## src/rtl/lgn_image_loader_if.sv

```systemverilog
// Byte-in / image-out handshake bundle for lgn_image_loader.
// slave: the loader; master: the byte producer and image consumer.
interface lgn_image_loader_if #(
    parameter int unsigned INPUTS = 256
) ();
    logic [7:0]        in_data;
    logic              in_valid;
    logic              in_ready;
    logic              in_start;
    logic              mode;
    logic [INPUTS-1:0] out_image;
    logic              out_valid;
    logic              out_ready;
    logic [7:0]        drop_count;

    modport slave (
        input  in_data, in_valid, in_start, mode, out_ready,
        output in_ready, out_image, out_valid, drop_count
    );

    modport master (
        output in_data, in_valid, in_start, mode, out_ready,
        input  in_ready, out_image, out_valid, drop_count
    );
endinterface

```

## src/rtl/lgn_image_loader.sv

```systemverilog
// Framed, double-buffered byte-to-image loader in front of the gate network.
// Define LGN_LOADER_GRAYSCALE_EN to compile in 1-pixel-per-byte thresholded mode.
module lgn_image_loader #(
    parameter int unsigned INPUTS    = 256,
    parameter logic [7:0]  THRESHOLD = 8'd128
) (
    input logic              clk,
    input logic              rst_n,
    lgn_image_loader_if.slave bus
);

    typedef enum logic {
        LOAD,
        FULL
    } state_e;

    localparam logic [8:0] PACKED_LEN = 9'(INPUTS / 8);

    state_e            state_q;
    logic [INPUTS-1:0] s_q;
    logic [INPUTS-1:0] o_q;
    logic              ov_q;
    logic [8:0]        cnt_q;
    logic [7:0]        drop_q;

    logic              in_ready;
    logic              accept;
    logic              first;
    logic              mode_eff;
    logic              o_free;
    logic              xfer;
    logic              complete;
    logic [8:0]        frame_len;
    logic [8:0]        cnt_d;
    logic [INPUTS-1:0] s_d;
    logic [INPUTS+7:0] pcat;

    assign in_ready = (state_q == LOAD);
    assign accept   = bus.in_valid && in_ready;
    assign first    = (cnt_q == '0) || bus.in_start;
    assign o_free   = !ov_q || bus.out_ready;
    assign xfer     = ov_q && bus.out_ready;
    assign pcat     = {s_q, bus.in_data};

`ifdef LGN_LOADER_GRAYSCALE_EN
    localparam logic [8:0] GRAY_LEN = 9'(INPUTS);

    logic              m_q;
    logic              px;
    logic [INPUTS:0]   gcat;

    assign px       = (bus.in_data >= THRESHOLD);
    assign gcat     = {s_q, px};
    // Mode only follows the pin on a frame's first byte; mid-frame changes are ignored.
    assign mode_eff = first ? bus.mode : m_q;
`else
    logic mode_unused;

    assign mode_unused = bus.mode;
    assign mode_eff    = 1'b0;
`endif

    always_comb begin
        s_d       = pcat[INPUTS-1:0];
        frame_len = PACKED_LEN;
`ifdef LGN_LOADER_GRAYSCALE_EN
        if (mode_eff) begin
            s_d       = gcat[INPUTS-1:0];
            frame_len = GRAY_LEN;
        end
`endif
        cnt_d    = (bus.in_start ? 9'd0 : cnt_q) + 9'd1;
        complete = (cnt_d == frame_len);
    end

    always_ff @(posedge clk or negedge rst_n) begin
        if (!rst_n) begin
            state_q <= LOAD;
            s_q     <= '0;
            o_q     <= '0;
            ov_q    <= 1'b0;
            cnt_q   <= '0;
            drop_q  <= '0;
`ifdef LGN_LOADER_GRAYSCALE_EN
            m_q     <= 1'b0;
`endif
        end else begin
            case (state_q)
                LOAD: begin
                    if (xfer) begin
                        ov_q <= 1'b0;
                    end
                    if (accept) begin
                        s_q <= s_d;
`ifdef LGN_LOADER_GRAYSCALE_EN
                        m_q <= mode_eff;
`endif
                        if (bus.in_start && (cnt_q != '0) && (drop_q != 8'hFF)) begin
                            drop_q <= drop_q + 8'd1;
                        end
                        if (complete) begin
                            cnt_q <= '0;
                            // A free (or simultaneously drained) O takes the frame directly.
                            if (o_free) begin
                                o_q  <= s_d;
                                ov_q <= 1'b1;
                            end else begin
                                state_q <= FULL;
                            end
                        end else begin
                            cnt_q <= cnt_d;
                        end
                    end
                end
                FULL: begin
                    if (xfer) begin
                        o_q     <= s_q;
                        cnt_q   <= '0;
                        state_q <= LOAD;
                    end
                end
                default: state_q <= LOAD;
            endcase
        end
    end

    assign bus.in_ready   = in_ready;
    assign bus.out_image  = o_q;
    assign bus.out_valid  = ov_q;
    assign bus.drop_count = drop_q;

endmodule
```

## src/flat_wrapper.sv

```systemverilog
// flat-port wrapper written by rule: the top's interface ports become plain ports
module lgn_image_loader_flat 
#(
    parameter int unsigned INPUTS    = 256,
    parameter logic [7:0]  THRESHOLD = 8'd128
)
  (clk, rst_n, bus_in_data, bus_in_valid, bus_in_start, bus_mode, bus_out_ready, bus_in_ready, bus_out_image, bus_out_valid, bus_drop_count);
  lgn_image_loader_if #(.INPUTS(INPUTS)) bus_i ();
  input logic clk;
  input logic rst_n;
  input wire logic [$bits(bus_i.in_data)-1:0] bus_in_data;
  input wire logic [$bits(bus_i.in_valid)-1:0] bus_in_valid;
  input wire logic [$bits(bus_i.in_start)-1:0] bus_in_start;
  input wire logic [$bits(bus_i.mode)-1:0] bus_mode;
  input wire logic [$bits(bus_i.out_ready)-1:0] bus_out_ready;
  output wire logic [$bits(bus_i.in_ready)-1:0] bus_in_ready;
  output wire logic [$bits(bus_i.out_image)-1:0] bus_out_image;
  output wire logic [$bits(bus_i.out_valid)-1:0] bus_out_valid;
  output wire logic [$bits(bus_i.drop_count)-1:0] bus_drop_count;
  assign bus_i.in_data = bus_in_data;
  assign bus_i.in_valid = bus_in_valid;
  assign bus_i.in_start = bus_in_start;
  assign bus_i.mode = bus_mode;
  assign bus_i.out_ready = bus_out_ready;
  assign bus_in_ready = bus_i.in_ready;
  assign bus_out_image = bus_i.out_image;
  assign bus_out_valid = bus_i.out_valid;
  assign bus_drop_count = bus_i.drop_count;
  lgn_image_loader #(.INPUTS(INPUTS), .THRESHOLD(THRESHOLD)) u_core (.clk(clk), .rst_n(rst_n), .bus(bus_i));
endmodule
```

## config.mk

```make
export PLATFORM = sky130hd
export DESIGN_NAME = lgn_image_loader_flat
export DESIGN_NICKNAME = d
export VERILOG_FILES = /design/src/rtl/lgn_image_loader_if.sv /design/src/rtl/lgn_image_loader.sv /design/src/flat_wrapper.sv
export SDC_FILE = /design/constraint.sdc
export NUM_CORES = 1
export LEC_CHECK = 0
export BUFFER_PORTS_ARGS = -buffer_cell sky130_fd_sc_hd__buf_4
export CELL_PAD_IN_SITES_DETAIL_PLACEMENT = 1
export CELL_PAD_IN_SITES_GLOBAL_PLACEMENT = 2
export CORE_UTILIZATION = 31
export DETAILED_ROUTE_END_ITERATION = 7
export GPL_TIMING_DRIVEN = 0
export PLACE_DENSITY = 0.73
export RECOVER_POWER = 50
export REMOVE_ABC_BUFFERS = 1
export SYNTH_ARGS = -nofsm -noshare
export SYNTH_HDL_FRONTEND = slang
export SYNTH_SLANG_ARGS = --single-unit
export TNS_END_PERCENT = 1
```

## constraint.sdc

```tcl
create_clock -name clk -period 4.1 [get_ports clk]
set_clock_uncertainty 0.15 [all_clocks]
set_input_delay 0.41 -clock clk [delete_from_list [all_inputs] [get_ports clk]]
set_output_delay 0.41 -clock clk [all_outputs]
set_load 0.1 [all_outputs]
```

; ---- After elaboration in Yosys (flattened, before gate mapping)
; Cells that the tools add are included.
[word_totals]
ff_bits = 531
inputBits = 14
out_inout_bits = 266
elab_cells = 45
[op_classes]
addsub = 2
eq_ne = 6
n_mux = 19
n_bitwise = 1
n_reduce_logical = 11
[ops]
columns = cell, count
row1 = two-way mux 256 bit, 4
row2 = one-hot mux 256 bit (2 select lines), 1
row3 = two-way mux 9 bit, 4
row4 = one-hot mux 9 bit (2 select lines), 1
row5 = adder 9 x 1 -> 9 bit (second input constant), 1
row6 = equality test 9 x 6 -> 1 bit (second input constant), 1
row7 = nonzero test 9 bit, 1
row8 = adder 8 x 1 -> 8 bit (second input constant), 1
row9 = two-way mux 1 bit, 8
row10 = != test 2 bit (second input constant), 4
row11 = != test 8 bit (second input constant), 1
row12 = logical AND 1 bit, 4
row13 = AND reduction 2 bit, 2
row14 = AND reduction 4 bit, 1
row15 = AND reduction 3 bit, 1
row16 = one-hot mux 1 bit (2 select lines), 1
row17 = logical NOT 1 bit, 1
row18 = logical OR 1 bit, 1
row19 = NOT 1 bit, 1

; ---- Longest topological paths before layout
[depth]
depth_word = 6
ltp_mapped = 7
ltp_nobuf = 5

; ---- Worst setup path after synthesis
; OpenSTA, ideal clock, no wires.
[synth_timing]
path_type = register to register
from = register u_core.ov_q, in the netlist u_core.bus.out_valid
to = register u_core.o_q[190], in the netlist u_core.bus.out_image[190]
arrival_time_ps = 2158
setup_slack_ps = 1667
path_stages_with_launch = 7
period_less_slack_ps = 2433
path_cell_list = dfrtp_1 and3_1 clkbuf_1 clkbuf_1 clkbuf_1 nand2b_1 o221a_1
[synth_between]
elab_chain_cells = 4
[synth_lines]
columns = element, line_no
row1 = from (decl), lgn_image_loader.sv:22  ; logic ov_q;
row2 = from (signal assigned), lgn_image_loader.sv:81  ; ov_q <= 1'b0;
row3 = from (signal assigned), lgn_image_loader.sv:91  ; ov_q <= 1'b0;
row4 = from (signal assigned), lgn_image_loader.sv:106  ; ov_q <= 1'b1;
row5 = logical NOT 1 bit, lgn_image_loader.sv:41  ; assign o_free = !ov_q || bus.out_ready;
row6 = logical OR 1 bit, lgn_image_loader.sv:41
row7 = != test 2 bit (no source line), -
row8 = AND reduction 4 bit (no source line) *, -
row9 = to (signal assigned), lgn_image_loader.sv:117  ; o_q <= s_q;
row10 = to (decl), lgn_image_loader.sv:21  ; logic [INPUTS-1:0] o_q;
; Every way passes the cells marked *; elsewhere a longest branch is shown, timed or not.
; A chain may end at the register's enable or synchronous reset.

; ---- Worst setup path in the final report
[layout_timing]
from = register u_core.cnt_q[7]
to = register u_core.o_q[232], in the netlist u_core.bus.out_image[232]
[layout_between]
elab_chain_cells = 5
[layout_lines]
columns = element, line_no
row1 = from (decl), lgn_image_loader.sv:23  ; logic [8:0] cnt_q;
row2 = from (signal assigned), lgn_image_loader.sv:111  ; cnt_q <= cnt_d;
row3 = two-way mux 9 bit, lgn_image_loader.sv:72  ; cnt_d = (bus.in_start ? 9'd0 : cnt_q) + 9'd1;
row4 = adder 9 x 1 -> 9 bit, lgn_image_loader.sv:72
row5 = equality test 9 x 6 -> 1 bit, lgn_image_loader.sv:73  ; complete = (cnt_d == frame_len);
row6 = != test 2 bit (no source line), -
row7 = AND reduction 4 bit (no source line), -
; Every way passes these cells.

==> metrics.md <==
| Metric | Value |
|---|---|
| Status | `finished with violations` |
| Failing checks | `capacitance limit, slew limit` |
| GPL Wtd Cong | `0.713` |
| Crit path kind | `reg2reg` |
| Core Util, Final | `37.7%` |
| Max-cap violations | `1` |
| Post-route ant nets | `0` |
| DR pass1 iterations | `5` |
| Post-Syn Area | `0.0220 mm2` |
| Top FF cell, synth | `dfrtp_1` |
| Final Hold Fails | `0` |
| # setup viols final | `0` |
| Critical path cell sequence | `or4_4 > nor4_1 > nand2_8 > buf_16 > o221a_2` |
| Commonest non-fill, non-tap cells in the layout | `nand2_1, dfrtp_1, clkbuf_1` |
| HPWL after DPL | `36.7 mm` |
| Final Cell Area | `0.0264 mm2` |
| # nets final | `2,286` |
| Total Power | `12.6 mW` |
| Share of layout cells above drive strength 1 | `7.20%` |
| ANT cells | `0` |
| Clk Latency, worst-skew pair | `0.60 ns` |
| Vias in the first global route | `16.7k` |
| VDD IR max | `315 uV` |
| Pins Over Slew Limit | `33` |
| CP Launch Type | `register` |
| Post-synth EDFFs | `0` |
| First-pass GRT wire length | `98.1 mm` |
| Seq cells post-synth | `531` |
| Overflow after GRT | `0` |
| Final WS setup | `0.636 ns` |
| DRC Markers | `0` |
| Slew at the pin closest to its max-slew limit | `1.88 ns` |
| Unique masters post-synth | `38` |
| Worst Path Buf+Inv | `1` |
| PortBufs | `278` |
| Period utilization | `84.5%` |
| Hold Path Class | `in2reg` |
| CP Max Fanout | `117` |
| Num CTS Buffers | `60` |
| PD cells | `478 mW/mm2` |
| Die Y | `268 um` |
| Async SR Flop Fraction | `100%` |
| Area of placed instances | `0.0252 mm2` |
| DIE WIDTH | `268 um` |
| Top-area cell type share of the netlist area | `60.5%` |
| Clock Sinks | `531` |
| Vias/cell | `4.88` |
| Max H-tree Level | `2` |
| Commonest non-fill, non-tap cell in the layout | `nand2_1` |
| CP Capture Type | `register` |
| CTS tree | `done` |
| CP peak stage delay | `0.81 ns` |
| Drt wl/cell | `18.3 um` |
| Pleak | `12.2 nW` |
| Starting Density | `31.4%` |
| Core region area | `0.0700 mm2` |
| Post-Route WL | `59.6 mm` |
| Io pins | `280` |
| Crit path max-delay cell type | `nor4_1` |
| Synth area leaders | `dfrtp_1, nand2_1, o221a_1, nand2b_1, clkbuf_1` |
| Gr usage total | `16.8%` |
| Largest net degree at the start of global routing | `121` |
| Clk pin slew, worst setup/hold paths | `0.06 ns` |
| Sequential-to-total area share from yosys stat | `60.5%` |
| Worst rel slew slack | `-25.4%` |
| Fmax | `289 MHz` |
| Area leader, netlist | `dfrtp_1` |
| Root Buffer | `clkbuf_16` |
| DR vias | `15.9k` |
| Crit path time final | `3.46 ns` |
| Syn avg cell area | `10.8 um2` |
| FILL cells | `7,833` |
| Initial DRC count | `1,010` |
| Die area | `0.0720 mm2` |
| Worst slack, placed | `1.04 ns` |
| Initial antenna violation count | `0` |
| CP top delay family | `simple AND/OR/NAND/NOR gates` |
| Clk buf depth | `3` |
| Setup_tns | `0 ns` |
| Post-CTS setup buffers | `0` |
| Row count | `97` |
| Unrepaired setup endpoints after global routing | `no` |
| Critical Path RT | `4.44 ns` |
| Cells after Synth | `2,035` |
| Area grow syn2layout | `20.0%` |
| Yosys Warn Count | `0` |
| CP Data Arrival Time | `3.80 ns` |
==> power breakdown <==
part | internal (mW) | switching, mW
sequential | 5.64 | 0.434
combinational | 0.344 | 0.625
clock | 3.35 | 2.21
==> Yosys cell counts, types with 2 or more instances <==
cell type,instances
nor4_1,4
a41oi_1,2
nand2b_1,259
buf_6,26
xor2_1,8
nor2_1,6
a211oi_1,2
a21oi_1,2
nor2b_1,2
o21ai_0,3
inv_1,2
o221a_1,240
clkbuf_1,87
buf_1,4
nand3_1,4
o31ai_1,2
dfrtp_1,531
nor3_1,4
a22o_1,6
nand2_1,774
buf_2,26
nand4_1,6
o221a_2,16
xnor2_1,5
==> per-layer routing <==
metal	wire length, um	global-route usage (%)	up-vias	share of wire [%]
li1	-	-	7393	-
met1	27500	23.0	8186	46
met2	27800	26.5	246	47
met3	3220	4.21	83	5.4
met4	1180	4.28	0	2.0
met5	0	0	-	0
==> cells by family (layout without fill, tap and decap cells) <==
group / Yosys count / count (layout) / share of synthesized area (%)
adders and majority gates: 1 / 1 / 0.0569
muxes: 1 / 1 / 0.0512
AOI/OAI and AO/OA: 275 / 275 / 13.8
DFF: 531 / 531 / 60.5
and+or+nand+nor: 1068 / 1068 / 21.6
buffers and inverters: 146 / 429 / 3.55
xor gates and xnor gates: 13 / 13 / 0.518
==> metrics by stage <==
step / cells / hold slack (ns)
finish: 3258 / 0.0576
global route: 3258 / 0.0559
CTS: 3258 / 0.00806
detailed placement: 3139 / 0.305
global placement: 3109 / 0.300
floorplan: 1891 / -0.0356
==> state kept, by name, summed over array words and instances, names as in the netlist <==
register,cells
u_core.bus.drop_count,8
u_core.bus.out_image,256
u_core.bus.out_valid,1
u_core.cnt_q,9
u_core.s_q,256
u_core.state_q,1
==> tightest hold or removal path, stage by stage <==
cell,delay (ns)
buf_4,0.12
a41oi_1,0.11
a21oi_1,0.12
==> final timing paths <==
| kind | start | slack (ns) | endpoint | cells after the start |
|---|---|---|---|---|
| hold / removal | bus_in_valid | 0.06 | u_core.state_q$_DFF_PN0_ | 3 |
| max in group asynchronous | rst_n | 1.67 | u_core.bus.out_image[252]$_DFFE_PN0P_ | 4 |
| hold reg to reg | u_core.s_q[249]$_DFFE_PN0P_ | 0.31 | u_core.s_q[249]$_DFFE_PN0P_ | 2 |
| min in group asynchronous | rst_n | 0.34 | u_core.s_q[3]$_DFFE_PN0P_ | 2 |
| setup reg to reg | u_core.cnt_q[7]$_DFFE_PN0P_ | 0.64 | u_core.bus.out_image[232]$_DFFE_PN0P_ | 5 |
| setup / recovery | u_core.cnt_q[7]$_DFFE_PN0P_ | 0.64 | u_core.bus.out_image[232]$_DFFE_PN0P_ | 5 |
==> area by class of cell <==
| type | instances | area (um2) | share of cell area [%] |
|---|---|---|---|
| clock inverter | 22 | 263 | 0.997 |
| timing repair buffer | 318 | 1920 | 7.28 |
| sequential | 531 | 13300 | 50.4 |
| tap | 940 | 1180 | 4.46 |
| inverter | 2 | 7.51 | 0.0285 |
| clock buffer | 87 | 1770 | 6.73 |
| multi-input combinational | 1358 | 7940 | 30.1 |
==> repair_timing <==
| action | CTS | global route |
|---|---|---|
| hold endpoints to repair | 120 | 0 |
| hold buffers | 10 | 0 |
| gates resized for setup | 0 | 0 |
(Power assumes the default switching activity.)
